[src/rtl/uart_sched_pkg.sv]
// uart_sched_pkg: shared definitions for the UART transmit scheduler.
//   sched_state_e : scheduler FSM states
//   ACK_TO_DEF    : default cycles allowed for tx_busy to rise after tx_start
//   GAP_W_DEF     : default width of the inter-frame gap counter
//   wrap_inc()    : modulo-n increment used for the round-robin pointer
package uart_sched_pkg;

  localparam int unsigned ACK_TO_DEF = 16;
  localparam int unsigned GAP_W_DEF  = 16;

  typedef enum logic [2:0] {
    ST_IDLE,
    ST_ISSUE,
    ST_WAIT_ACK,
    ST_WAIT_DONE,
    ST_GAP
  } sched_state_e;

  function automatic int unsigned wrap_inc(input int unsigned v, input int unsigned n);
    return (v + 1 >= n) ? 0 : v + 1;
  endfunction

endpackage

[src/rtl/uart_tx_sched_if.sv]
// uart_tx_sched_if: requester-side and serializer-side handshake bundle.
//   req_valid/req_data/req_ready : per-requester byte handshake
//   tx_start/tx_data/tx_busy     : start/data/busy handshake with the UART TX core
// master : the scheduler (drives req_ready, tx_start, tx_data)
// slave  : requesters plus serializer (drive req_valid, req_data, tx_busy)
interface uart_tx_sched_if #(
  parameter int unsigned NREQ = 4
);
  logic [NREQ-1:0]   req_valid;
  logic [NREQ*8-1:0] req_data;
  logic [NREQ-1:0]   req_ready;
  logic              tx_start;
  logic [7:0]        tx_data;
  logic              tx_busy;

  modport master (
    input  req_valid, req_data, tx_busy,
    output req_ready, tx_start, tx_data
  );

  modport slave (
    output req_valid, req_data, tx_busy,
    input  req_ready, tx_start, tx_data
  );
endinterface

[src/rtl/uart_rr_arb.sv]
// uart_rr_arb: combinational winner select among full holders.
//   full_i       : holder-full vector
//   ptr_i        : round-robin start index
//   fixed_prio_i : 1 = lowest full index wins, 0 = first full index at/after ptr_i (wrapping)
//   win_o        : winning index (0 when nothing is full)
//   any_o        : at least one holder is full
module uart_rr_arb
  import uart_sched_pkg::*;
#(
  parameter int unsigned NREQ = 4
) (
  input  logic [NREQ-1:0]         full_i,
  input  logic [$clog2(NREQ)-1:0] ptr_i,
  input  logic                    fixed_prio_i,
  output logic [$clog2(NREQ)-1:0] win_o,
  output logic                    any_o
);
  localparam int unsigned IDX_W = $clog2(NREQ);

  always_comb begin : sel
    int unsigned idx;
    logic        found;
    win_o = '0;
    found = 1'b0;
    idx   = 0;
    for (int unsigned k = 0; k < NREQ; k++) begin
      idx = fixed_prio_i ? k : ((32'(ptr_i) + k) % NREQ);
      if (!found && full_i[idx[IDX_W-1:0]]) begin
        win_o = idx[IDX_W-1:0];
        found = 1'b1;
      end
    end
  end

  assign any_o = |full_i;

endmodule

[src/rtl/uart_tx_sched.sv]
// uart_tx_sched: shares one UART TX serializer among NREQ requesters.
// Each requester owns a one-deep holder; full holders are granted one at a
// time (round-robin or fixed priority), a start pulse is issued, and the
// serializer's busy handshake frames completion, followed by an optional gap.
//   mclk, reset      : clock, synchronous active-high reset
//   cfg_en           : enable new grants
//   cfg_fixed_prio   : 1 fixed priority, 0 round-robin
//   cfg_gap          : idle cycles after each frame
//   bus (master)     : req_valid/req_data/req_ready, tx_start/tx_data/tx_busy
//   grant_id         : current/last granted requester
//   sched_busy       : FSM not idle
//   err_ack_to       : sticky serializer acknowledge timeout
module uart_tx_sched
  import uart_sched_pkg::*;
#(
  parameter int unsigned NREQ   = 4,
  parameter int unsigned GAP_W  = GAP_W_DEF,
  parameter int unsigned ACK_TO = ACK_TO_DEF
) (
  input  logic                    mclk,
  input  logic                    reset,
  input  logic                    cfg_en,
  input  logic                    cfg_fixed_prio,
  input  logic [GAP_W-1:0]        cfg_gap,
  uart_tx_sched_if.master         bus,
  output logic [$clog2(NREQ)-1:0] grant_id,
  output logic                    sched_busy,
  output logic                    err_ack_to
);
  localparam int unsigned IDX_W = $clog2(NREQ);
  localparam int unsigned ACK_W = $clog2(ACK_TO + 1);

  sched_state_e     state_q, state_d;
  logic [NREQ-1:0]  full_q, full_d;
  logic [NREQ-1:0]  rdy_q;
  logic [NREQ-1:0]  accept;
  logic [7:0]       hold_q [NREQ];
  logic [IDX_W-1:0] grant_q, grant_d;
  logic [IDX_W-1:0] ptr_q, ptr_d;
  logic [IDX_W-1:0] win;
  logic             any_full;
  logic [7:0]       txd_q, txd_d;
  logic [ACK_W-1:0] ack_cnt_q, ack_cnt_d;
  logic [GAP_W-1:0] gap_cnt_q, gap_cnt_d;
  logic             err_q, err_d;

  // req_ready is its own register so it reads 0 throughout reset and
  // only rises on the first edge after reset is released.
  assign accept = bus.req_valid & rdy_q;

  uart_rr_arb #(.NREQ(NREQ)) u_arb (
    .full_i       (full_q),
    .ptr_i        (ptr_q),
    .fixed_prio_i (cfg_fixed_prio),
    .win_o        (win),
    .any_o        (any_full)
  );

  // Holder occupancy: set on accept, cleared at the end of ISSUE.
  always_comb begin
    full_d = full_q;
    for (int unsigned i = 0; i < NREQ; i++) begin
      if (accept[i]) begin
        full_d[i] = 1'b1;
      end else if (state_q == ST_ISSUE && grant_q == IDX_W'(i)) begin
        full_d[i] = 1'b0;
      end
    end
  end

  always_ff @(posedge mclk) begin
    if (reset) begin
      for (int unsigned i = 0; i < NREQ; i++) hold_q[i] <= '0;
    end else begin
      for (int unsigned i = 0; i < NREQ; i++) begin
        if (accept[i]) hold_q[i] <= bus.req_data[8*i +: 8];
      end
    end
  end

  always_comb begin
    state_d   = state_q;
    grant_d   = grant_q;
    txd_d     = txd_q;
    ptr_d     = ptr_q;
    ack_cnt_d = ack_cnt_q;
    gap_cnt_d = gap_cnt_q;
    err_d     = err_q;
    unique case (state_q)
      ST_IDLE: begin
        if (cfg_en && any_full) begin
          grant_d = win;
          txd_d   = hold_q[win];
          state_d = ST_ISSUE;
        end
      end
      ST_ISSUE: begin
        ptr_d     = IDX_W'(wrap_inc(32'(grant_q), NREQ));
        ack_cnt_d = '0;
        state_d   = ST_WAIT_ACK;
      end
      ST_WAIT_ACK: begin
        // ack_cnt_q holds the number of WAIT_ACK cycles already spent
        if (bus.tx_busy) begin
          state_d = ST_WAIT_DONE;
        end else if (ack_cnt_q == ACK_W'(ACK_TO - 1)) begin
          err_d   = 1'b1;
          state_d = ST_IDLE;
        end else begin
          ack_cnt_d = ack_cnt_q + ACK_W'(1);
        end
      end
      ST_WAIT_DONE: begin
        if (!bus.tx_busy) begin
          if (cfg_gap != '0) begin
            gap_cnt_d = cfg_gap;
            state_d   = ST_GAP;
          end else begin
            state_d = ST_IDLE;
          end
        end
      end
      ST_GAP: begin
        if (gap_cnt_q == GAP_W'(1)) begin
          state_d = ST_IDLE;
        end else begin
          gap_cnt_d = gap_cnt_q - GAP_W'(1);
        end
      end
      default: state_d = ST_IDLE;
    endcase
  end

  always_ff @(posedge mclk) begin
    if (reset) state_q <= ST_IDLE;
    else       state_q <= state_d;
  end

  always_ff @(posedge mclk) begin
    if (reset) begin
      full_q    <= '0;
      rdy_q     <= '0;
      grant_q   <= '0;
      ptr_q     <= '0;
      txd_q     <= '0;
      ack_cnt_q <= '0;
      gap_cnt_q <= '0;
      err_q     <= 1'b0;
    end else begin
      full_q    <= full_d;
      rdy_q     <= ~full_d;
      grant_q   <= grant_d;
      ptr_q     <= ptr_d;
      txd_q     <= txd_d;
      ack_cnt_q <= ack_cnt_d;
      gap_cnt_q <= gap_cnt_d;
      err_q     <= err_d;
    end
  end

  assign bus.req_ready = rdy_q;
  assign bus.tx_start  = (state_q == ST_ISSUE);
  assign bus.tx_data   = txd_q;
  assign grant_id      = grant_q;
  assign sched_busy    = (state_q != ST_IDLE);
  assign err_ack_to    = err_q;

endmodule

[src/flat_wrapper.sv]
// flat-port wrapper written by rule: the top's interface ports become plain ports
module uart_tx_sched_flat import uart_sched_pkg::*;
#(
  parameter int unsigned NREQ   = 4,
  parameter int unsigned GAP_W  = GAP_W_DEF,
  parameter int unsigned ACK_TO = ACK_TO_DEF
)
  (mclk, reset, cfg_en, cfg_fixed_prio, cfg_gap, grant_id, sched_busy, err_ack_to, bus_req_valid, bus_req_data, bus_tx_busy, bus_req_ready, bus_tx_start, bus_tx_data);
  uart_tx_sched_if #(.NREQ(NREQ)) bus_i ();
  input  logic mclk;
  input  logic reset;
  input  logic cfg_en;
  input  logic cfg_fixed_prio;
  input  logic [GAP_W-1:0] cfg_gap;
  output logic [$clog2(NREQ)-1:0] grant_id;
  output logic sched_busy;
  output logic err_ack_to;
  input wire logic [$bits(bus_i.req_valid)-1:0] bus_req_valid;
  input wire logic [$bits(bus_i.req_data)-1:0] bus_req_data;
  input wire logic [$bits(bus_i.tx_busy)-1:0] bus_tx_busy;
  output wire logic [$bits(bus_i.req_ready)-1:0] bus_req_ready;
  output wire logic [$bits(bus_i.tx_start)-1:0] bus_tx_start;
  output wire logic [$bits(bus_i.tx_data)-1:0] bus_tx_data;
  assign bus_i.req_valid = bus_req_valid;
  assign bus_i.req_data = bus_req_data;
  assign bus_i.tx_busy = bus_tx_busy;
  assign bus_req_ready = bus_i.req_ready;
  assign bus_tx_start = bus_i.tx_start;
  assign bus_tx_data = bus_i.tx_data;
  uart_tx_sched #(.NREQ(NREQ), .GAP_W(GAP_W), .ACK_TO(ACK_TO)) u_core (.mclk(mclk), .reset(reset), .cfg_en(cfg_en), .cfg_fixed_prio(cfg_fixed_prio), .cfg_gap(cfg_gap), .bus(bus_i), .grant_id(grant_id), .sched_busy(sched_busy), .err_ack_to(err_ack_to));
endmodule
[config.mk]
export PLATFORM = sky130hd
export DESIGN_NAME = uart_tx_sched_flat
export DESIGN_NICKNAME = d
export VERILOG_FILES = /design/src/rtl/uart_sched_pkg.sv /design/src/rtl/uart_tx_sched_if.sv /design/src/rtl/uart_rr_arb.sv /design/src/rtl/uart_tx_sched.sv /design/src/flat_wrapper.sv
export SDC_FILE = /design/constraint.sdc
export NUM_CORES = 1
export LEC_CHECK = 0
export CELL_PAD_IN_SITES_DETAIL_PLACEMENT = 2
export CELL_PAD_IN_SITES_GLOBAL_PLACEMENT = 2
export CORE_MARGIN = 4
export CORE_UTILIZATION = 34
export CTS_CLUSTER_SIZE = 40
export DETAILED_ROUTE_END_ITERATION = 6
export PLACE_DENSITY = 0.86
export SYNTH_ARGS = -nofsm -noshare
export SYNTH_HDL_FRONTEND = slang
export SYNTH_SLANG_ARGS = --single-unit
[constraint.sdc]
create_clock -name mclk -period 3.9 [get_ports mclk]
set_input_delay 0.78 -clock mclk [delete_from_list [all_inputs] [get_ports mclk]]
set_output_delay 0.78 -clock mclk [all_outputs]
set_load 0.02 [all_outputs]
# Yosys cells after proc, flatten, opt, wreduce, memory -nomap -nowiden
# Memories as Yosys holds them, arrays and structs flattened. A register that Yosys moved wholly into a read port is not among the register bits.
# Cells that the tools add are included.
[totals] mem_bits_rw=32 regBits=37 in_bits=57 mem_count=1 word_cells=127
[mem_list] memory="u_core.hold_q" words=4 width=8 read_ports=1 rd_ports_with_merged_regs=1 write_ports=4 line_no="uart_tx_sched.sv:37" text="logic [7:0] hold_q [NREQ];"
[classes] n_eq_ne=17 muxes=60 n_reduce_logical=23 add_sub_neg=6 n_bitwise=7 order_cmp=5
[ops] op="16-bit two-way mux" count=3
[ops] op="8-bit two-way mux" count=4
[ops] op="16-bit case mux with 2 select lines" count=1
[ops] op="1-bit two-way mux" count=29
[ops] op="2-bit two-way mux" count=9
[ops] op="3-bit two-way mux" count=6
[ops] op="16-bit by 1-bit equality test with 1-bit output, second input constant" count=1
[ops] op="16-bit nonzero test" count=1
[ops] op="16-bit by 1-bit subtractor with 16-bit output, second input constant" count=1
[ops] op="3-bit case mux with 5 select lines" count=1
[ops] op="2-bit by 3-bit less-than comparator with 1-bit output, second input constant" count=4
[ops] op="5-bit two-way mux" count=2
[ops] op="5-bit case mux with 2 select lines" count=1
[ops] op="1-bit binary-select mux with 2-bit select" count=4
[ops] op="1-bit logical AND" count=8
[ops] op="2-bit inequality test, second input constant" count=4
[ops] op="4-bit AND reduction" count=2
[ops] op="3-bit by 2-bit equality test with 1-bit output, second input constant" count=2
[ops] op="2-bit by 1-bit inequality test with 1-bit output, second input constant" count=3
[ops] op="3-bit AND reduction" count=2
[ops] op="5-bit by 1-bit adder with 5-bit output, second input constant" count=1
[ops] op="5-bit by 4-bit equality test with 1-bit output, second input constant" count=1
[ops] op="2-bit adder, second input constant" count=2
[ops] op="4-bit bitwise AND" count=1
[ops] op="18 further kinds" count=25

# Logic depth before layout (Yosys ltp)
# Gate-level depths: netlist (run 1).
[depth] ltp_word=13 ltp_mapped=10 ltp_nobuf=8

# Hierarchy
# Synthesis (run 1) repeated with hierarchy kept, for this count alone.
[unflattened] hier_cells=412 hier_area_um2=4010.1
[modules_own_cells] mod="uart_tx_sched" cells_per_inst=370 area_each_um2=3713.6 seq_area_each_um2=1861.8 n_inst=1
[modules_own_cells] mod="uart_rr_arb" cells_per_inst=42 area_each_um2=296.5 seq_area_each_um2=0.0 n_inst=1

# Worst setup path after synthesis (run 1)
# Ideal clock, no wire load.
[synth_path] path_type="input to register" start="in cfg_fixed_prio" end="reg u_core.txd_q[7] (netlist: u_core.bus.tx_data[7]), read port of u_core.hold_q" setup_slack_ns=1.599 arrival_time_ns=2.219 t_required_ns=3.818 setup_ns=0.082 path_stages=9 n_path_buf=2 cell_sequence="buf_6 and2_1 a311oi_1 nand3_1 o221ai_1 a31oi_1 or3_1 buf_2 o221ai_1"
[synth_via] elab_chain_len=13 elab_cells_between_ends=25 cone_classes="19 x mux; 6 x reduce/logical"
[synth_lines] element="start, declared" line_no="flat_wrapper.sv:13" text="input logic cfg_fixed_prio;"
[synth_lines] element="2-bit two-way mux" line_no="uart_rr_arb.sv:27" text="idx = fixed_prio_i ? k : ((32'(ptr_i) + k) % NREQ);"
[synth_lines] element="1-bit binary-select mux with 2-bit select" line_no="uart_rr_arb.sv:28" text="if (!found && full_i[idx[IDX_W-1:0]]) begin"
[synth_lines] element="1-bit two-way mux (not written as such)" line_no="uart_rr_arb.sv:28"
[synth_lines] element="1-bit two-way mux" line_no="uart_rr_arb.sv:28"
[synth_lines] element="1-bit zero test" line_no="uart_rr_arb.sv:28"
[synth_lines] element="1-bit logical AND" line_no="uart_rr_arb.sv:28"
[synth_lines] element="1-bit two-way mux" line_no="uart_rr_arb.sv:28"
[synth_lines] element="1-bit zero test" line_no="uart_rr_arb.sv:28"
[synth_lines] element="1-bit logical AND" line_no="uart_rr_arb.sv:28"
[synth_lines] element="1-bit two-way mux" line_no="uart_rr_arb.sv:28"
[synth_lines] element="1-bit zero test" line_no="uart_rr_arb.sv:28"
[synth_lines] element="1-bit logical AND" line_no="uart_rr_arb.sv:28"
[synth_lines] element="2-bit two-way mux (*)" line_no="uart_rr_arb.sv:28"
[synth_lines] element="end, declared" line_no="uart_tx_sched.sv:42" text="logic [7:0] txd_q, txd_d;"
# Every way passes the cells marked *; elsewhere a longest branch is shown, timed or not. The select of a mux whose other input is x is not followed.
# A chain may end at the register's enable or synchronous reset.

# Worst setup path after layout (run 1)
[layout_path] start="in cfg_fixed_prio" end="reg u_core.txd_q[1] (netlist: u_core.bus.tx_data[1]), read port of u_core.hold_q"
# The elaborated chain is that of the path after synthesis.

==> key figures, run 1 <==
Outcome
  – Status: finished clean

STA
  – Skew final: 7.89 ps
  – RSZ-0062 raised after global routing: no
  – Worst slew pin tran: 1140 ps
  – Number of max-slew violations in the final report: 0
  – Fin crit share: between 80% and 90%
  – PnR worst setup slack: 777 ps
  – Final Hold Vio Count: 0
  – Rel. slew slack: 23.7%
  – Fin Setup TNS: 0 ps
  – Final hold slack: between 400 and 500 ps
  – Final setup violation count: 0
  – Highest Clock Rate: 0.320 GHz
  – Final worst path period need: 3120 ps

Worst hold path
  – Worst min path class: flip-flop to flip-flop
  – Worst Hold Launch: u_core.gap_cnt_q[14]
  – Hold Path Stages: 2
  – Worst Hold Path EP: u_core.gap_cnt_q[14]

Placed design
  – Number of I/O port buffers: 73
  – Final GP Congestion: around 0.8
  – Post-DP HPWL: 9320 µm
  – Dpl ws: 563 ps

Synth
  – Top cells by area, synth: edfxtp_1 25%, dfxtp_1 23%, and2_1 5.8%
  – Register area share after synthesis: between 40% and 50%
  – Post-synth top flop: dfxtp_1
  – Yosys top cell area share: 24.7%
  – Syn avg cell area: 9.32 µm²
  – Yosys cell types: 52
  – Yosys warnings: 0
  – Mapped cell area: 0.00389 mm²
  – Cell taking the most area after synthesis: edfxtp_1
  – Syn Nets: between 400 and 500
  – Async S/R FF share, synth: 0%
  – EDFF count, synth: 32
  – Syn Inst Count: 418
  – Yosys reg bits: 77

Clock tree
  – CTS Buf Count: 9
  – Clock tree buffer depth: 2
  – Post-CTS setup repair buffer count: 0
  – CTS H-Tree Depth: 3
  – CTS Hold Bufs: 0
  – Clk slew on worst S/H paths: 60 ps
  – CTS tree: done
  – Cts repair resizes: 0
  – Skew-Pair Late Insertion Delay: roughly 350 ps
  – Root Driver: clkbuf_16
  – Clock sink count: between 70 and 80

Critical path
  – Critical path class: primary input to flip-flop
  – Crit path arrival time: ~3400 ps
  – Worst path required time: 4140 ps
  – Critical path fanouts, max: 11
  – Startpoint Class: primary input
  – Reg-to-reg slack, setup: around 1300 ps
  – FF-to-FF Start: u_core.ptr_q[0]
  – Reg2reg end: u_core.bus.tx_data[1]
  – Reg2reg path depth: 7
  – Critical Path End Type: flip-flop

Route
  – DR vias: 3436
  – Total Wirelength: 13000 µm
  – Final antenna-violating net count: 0
  – DRT Pass-1 Iters: 4
  – Avg WL per Cell: 20.7 µm
  – Residual DRC: 0
  – Via/cell ratio: 5.46
  – DRT iter0 DRCs: 137

Floorplanning
  – # rows: 38
  – Initial Util: a little over a third
  – Die width: 115 µm
  – Die area: around 0.013 mm²
  – Core Region: 0.0110 mm²
  – Top Ports: 74
  – Overall die height: 115 µm

Flow run
  – MaxCap Viol Count: 0

Power and ir drop
  – Overall power: 2.25 mW
  – Max VDD drop: 0.000294 V
  – Leak: 1.91 nW
  – Pwr Density: 447 mW/mm²

Global routing
  – All-Layer GR Usage: 20.7%
  – Grt total ovfl: 0
  – Initial antenna violation count: 1
  – First-pass GRT wire length: 21000 µm
  – Vias in the first global route: 3765
  – Largest net degree at the start of global routing: 36

Cells and area
  – Most frequent cells in the layout: 73 x clkdlybuf4s50_1, 51 x nand2_1, 46 x nor2_1
  – Post-layout nets: 549
  – Ant. Diodes: 0
  – Share of cells above drive strength 1: 5.11%
  – Most common cell after layout, fill and taps aside: clkdlybuf4s50_1
  – Final core occ: 45.6%
  – Area Overhead vs Synth: 29.2%
metrics by stage:
step | cell area (µm²) | cells
6_report | 5030 | 629
2_1_floorplan | 3890 | 418
5_1_grt | 5030 | 629
4_1_cts | 5030 | 629
3_3_place_gp | 4690 | 613
3_5_place_dp | 4690 | 613
cell type report:
class,count,area [µm²]
fill,1197,6000
multi-input combinational,309,1850
timing repair buffer,77,761
clock buffer,9,225
sequential,77,1860
inverter,10,37.5
tap,140,175
clock inverter,7,120
state kept, by name, summed over array words and instances, names as in the netlist:
name	count
u_core.ack_cnt_q	5
u_core.bus.tx_data	8
u_core.grant_id	2
u_core.ptr_q	2
u_core.full_q	4
u_core.hold_q	32
u_core.gap_cnt_q	16
u_core.bus.req_ready	4
u_core.state_q	3
u_core.err_ack_to	1
report_power, final:
| group | total [mW] | internal (mW) | switching [mW] |
|---|---|---|---|
| Sequential | 0.927 | 0.886 | 0.0409 |
| Combinational | 0.318 | 0.147 | 0.171 |
| Clock | 1.00 | 0.629 | 0.375 |
| Total | 2.25 | 1.66 | 0.587 |
worst max-delay path, stage by stage:
cell and delay [ps]:
clkdlybuf4s50_1 690, and2b_4 270, a311oi_1 350, o221ai_1 200, a31oi_1 410, nand2_1 310
o221ai_1 350
layer usage:
| metal | vias up | global-route usage [%] | wire length, µm |
|---|---|---|---|
| li1 | 1626 | - | - |
| met5 | - | 0 | 7 |
| met3 | 21 | 4.37 | 551 |
| met2 | 94 | 36.0 | 6680 |
| met4 | 2 | 7.67 | 243 |
| met1 | 1693 | 25.1 | 5540 |
logic make-up after synthesis:
kind of cell,Yosys count,synth area share [%]
fa+ha+maj,8,2.57
mux,18,4.69
simple gates,188,24.6
compound gates,93,15.2
xor+xnor,2,0.450
buf+inv,32,4.63
flops,77,47.8
worst max-delay path by stage:
stage,startpoint,endpoint,depth (start not counted)
global route,cfg_fixed_prio,u_core.bus.tx_data[0],8
finish,cfg_fixed_prio,u_core.bus.tx_data[1],7
floorplan,cfg_fixed_prio,u_core.bus.tx_data[7],9
detailed placement,cfg_fixed_prio,u_core.bus.tx_data[0],8
CTS,cfg_fixed_prio,u_core.bus.tx_data[0],8
global placement,cfg_fixed_prio,u_core.bus.tx_data[7],8
Yosys cell counts, types with 2 or more instances:
library cell,count
or3_1,4
a21oi_1,29
nor3_1,11
a31oi_1,4
a211oi_1,3
ha_1,8
o21ai_0,15
nand4_1,3
mux2i_1,16
nor2_1,46
nor2b_1,4
and2_1,36
nand2_1,51
dfxtp_1,45
inv_1,9
a2bb2oi_1,3
edfxtp_1,32
a22oi_1,7
o221ai_1,9
mux2_1,2
a32oi_1,2
nand2b_1,6
xor2_1,2
nor3b_1,7
buf_2,4
nand3_1,6
nor4_1,5
buf_6,5
and3_1,2
o21ai_1,9
clkbuf_1,11
o41ai_1,2
Power figures use the tool's default switching activity.
==> run 2: changes to the inputs <==
- CORE_UTILIZATION: 34 -> 32
- PLACE_DENSITY: 0.86 -> 0.82
- clock period: 3.9 -> 3.1 ns (I/O delays scaled with it)
==> run 2 against run 1 <==
  * Combinational power up 26%
  * Register-to-register slack got worse by 720 ps
  * Sequential cell count stayed put
  * Global-route usage down 1.5 points
  * Via count is 0.41% lower
  * Hold slack better by 4.2 ps
==> key figures, run 2 (synthesis results as in run 1) <==
Critical path
  – Crit path arrival time: 2070 ps (was 3360 ps)
  – Startpoint Class: flip-flop (was primary input)
  – Slowest-stage cell, CP: clkdlybuf4s50_1 (unchanged)
  – Worst-path cell chain: nor2_1 -> nand2_1 -> clkinv_1 -> clkdlybuf4s50_1 (was clkdlybuf4s50_1 -> and2b_4 -> a311oi_1 -> o221ai_1 -> a31oi_1 -> nand2_1 -> o221ai_1)
  – Largest stage delay, worst path: 630 ps (was 690 ps)
  – Reg-to-reg slack, setup: 600 ps (was 1320 ps)
  – Critical path class: flip-flop to output pin (was primary input to flip-flop)
  – Critical path fanouts, max: 8 (was 11)
  – Critical Path End Type: output pin (was flip-flop)
  – Worst path required time: 2480 ps (was 4140 ps)

STA
  – Number of max-slew violations in the final report: 0 (unchanged)
  – Highest Clock Rate: 0.371 GHz
  – Final worst path period need: 2690 ps
  – Skew final: 9.96 ps (was 7.89 ps)
  – Fin Setup TNS: 0 ps (unchanged)
  – Final setup violation count: 0 (unchanged)
  – Worst slew pin tran: 852 ps (was 1140 ps)
  – Rel. slew slack: 43.2% (was 23.7%)
  – RSZ-0062 raised after global routing: no (unchanged)
  – Fin crit share: 86.8%
  – Final hold slack: 494 ps (was 489 ps)
  – Final Hold Vio Count: 0 (unchanged)

Power and ir drop
  – Leak: 1.91 nW (about the same)
  – Switching share of power: 27.3% (was 26.1%)
  – Combinational cell fraction of total power: 15.1% (was 14.1%)
  – Pwr Density: 529 mW/mm² (was 447 mW/mm²)
  – NetSw: 724 µW (was 587 µW)
  – Overall power: 2.66 mW (was 2.25 mW)
  – Seq pwr share: 43.8% (was 41.2%)
  – Clock share of power: 41.0% (was 44.7%)
  – Max VDD drop: 0.000217 V (was 0.000294 V)
  – Internal Power: 1.93 mW (was 1.66 mW)

Global routing
  – Largest net degree at the start of global routing: 26 (was 36)
  – First-pass GRT wire length: 21000 µm (about the same)
  – Vias in the first global route: 3800 (was 3765)
  – Grt total ovfl: 0 (unchanged)
  – All-Layer GR Usage: 19.1% (was 20.7%)
  – Initial antenna violation count: 0 (was 1)

Route
  – Avg WL per Cell: 20.0 µm (was 20.7 µm)
  – DRT Pass-1 Iters: 4 (unchanged)
  – DRT iter0 DRCs: 290 (was 137)
  – Total Wirelength: 12800 µm (was 13000 µm)
  – Residual DRC: 0 (unchanged)
  – Final antenna-violating net count: 0 (unchanged)
  – Via/cell ratio: 5.35 (was 5.46)
  – DR vias: 3422 (was 3436)

Cells and area
  – Most frequent cells in the layout: 73 x clkdlybuf4s50_1, 51 x nand2_1, 46 x nor2_1 (unchanged)
  – Share of cells above drive strength 1: 5.88% (was 5.11%)
  – Max FFs per register: 32 (unchanged)
  – Reg area: 0.00186 mm² (unchanged)
  – Post-layout nets: 553 (was 549)
  – Most common cell after layout, fill and taps aside: clkdlybuf4s50_1 (unchanged)
  – Final Instance Area: 0.00503 mm² (about the same)
  – Ant. Diodes: 0 (unchanged)
  – Most flop-heavy register: u_core.hold_q (unchanged)
  – FILL cells: 1276 (was 1197)
  – Area Overhead vs Synth: 29.1% (was 29.2%)
  – Area of the multi-input gates: 0.00185 mm² (unchanged)
  – Non-Filler Instances: 640 (was 629)

Placed design
  – Post-DP HPWL: 9200 µm (was 9320 µm)
  – Placed insts: 624 (was 613)
  – Number of I/O port buffers: 73 (unchanged)
  – Final GP Congestion: 0.816 (was 0.810)
  – Cell area after placement: 0.00473 mm² (was 0.00469 mm²)

Clock tree
  – Clock tree buffer depth: 2 (unchanged)
  – Root Driver: clkbuf_16 (unchanged)
  – Skew-Pair Late Insertion Delay: 350 ps (about the same)
  – CTS tree: done (unchanged)
  – Clk slew on worst S/H paths: 70 ps (was 60 ps)
  – Post-CTS setup repair buffer count: 0 (unchanged)
  – Cts repair resizes: 0 (unchanged)
  – CTS H-Tree Depth: 3 (unchanged)
  – Clock sink count: 77 (unchanged)
  – CTS Hold Bufs: 0 (unchanged)
  – CTS Buf Count: 9 (unchanged)

Flow run
  – MaxCap Viol Count: 0 (unchanged)

Floorplanning
  – Initial Util: 32.6% (was 35.3%)
  – Core Region: 0.0120 mm² (was 0.0110 mm²)
  – Overall die height: 118 µm (was 115 µm)
  – Die area: 0.0140 mm² (was 0.0132 mm²)
  – Die width: 118 µm (was 115 µm)
  – # rows: 40 (was 38)
  – Top Ports: 74 (unchanged)

Worst hold path
  – Worst min path class: flip-flop to flip-flop (unchanged)

Outcome
  – Status: finished clean (unchanged)
## run 2: cell types whose count changed in the layout (fill, tap and decap cells not counted), sizes merged
cell,previous run,this run
clkinv,3,4
inv,11,10
buf,4,8
clkinvlp,0,1
clkbuf,9,10
bufinv,3,1
## run 2: worst max-delay path: cells and delay by family (launching register included)
family                 cells  cell delay (ps)
AND/OR/NAND/NOR            2              350
flip-flops                 1              440
buffers and inverters      2              940
## run 2: cell type report
type	instances	share of cell area, %
Clock buffer	10	4.55
Clock inverter	6	1.44
Inverter	10	0.746
Multi-Input combinational cell	309	36.9
Sequential cell	77	37.0
Tap cell	147	3.66
Timing Repair Buffer	81	15.7
## run 2: layer usage
metal  track usage, %  wire length, µm  vias up
met1             22.9             5480     1692
met3             4.55              548       13
met4             6.52              224        0
li1                 -                -     1641
met2             33.5             6550       76
met5                0                0        -
## run 2: power by group through the flow
stage	sequential [mW]	combinational, mW	clock, mW
after detailed placement	1.19	0.400	0
after CTS	1.17	0.407	1.12
after global routing	1.17	0.441	1.16
after floorplan	1.18	0.217	0
final	1.17	0.402	1.09
after global placement	1.18	0.383	0
## run 2: path summary, 6_finish.rpt
path	start	end	cells after the start
hold reg to reg	u_core.bus.tx_data[6]	u_core.bus.tx_data[6]	2
setup reg to reg	u_core.ptr_q[0]	u_core.bus.tx_data[2]	7
setup / recovery	u_core.state_q[1]	bus_tx_start	4
hold / removal	u_core.bus.tx_data[6]	u_core.bus.tx_data[6]	2
## run 2: metrics by stage
step	setup WS (ps)	util (%)
2_1_floorplan	959	-
3_3_place_gp	281	39.5
3_5_place_dp	128	39.5
4_1_cts	390	42.0
5_1_grt	242	42.0
6_report	408	42.0
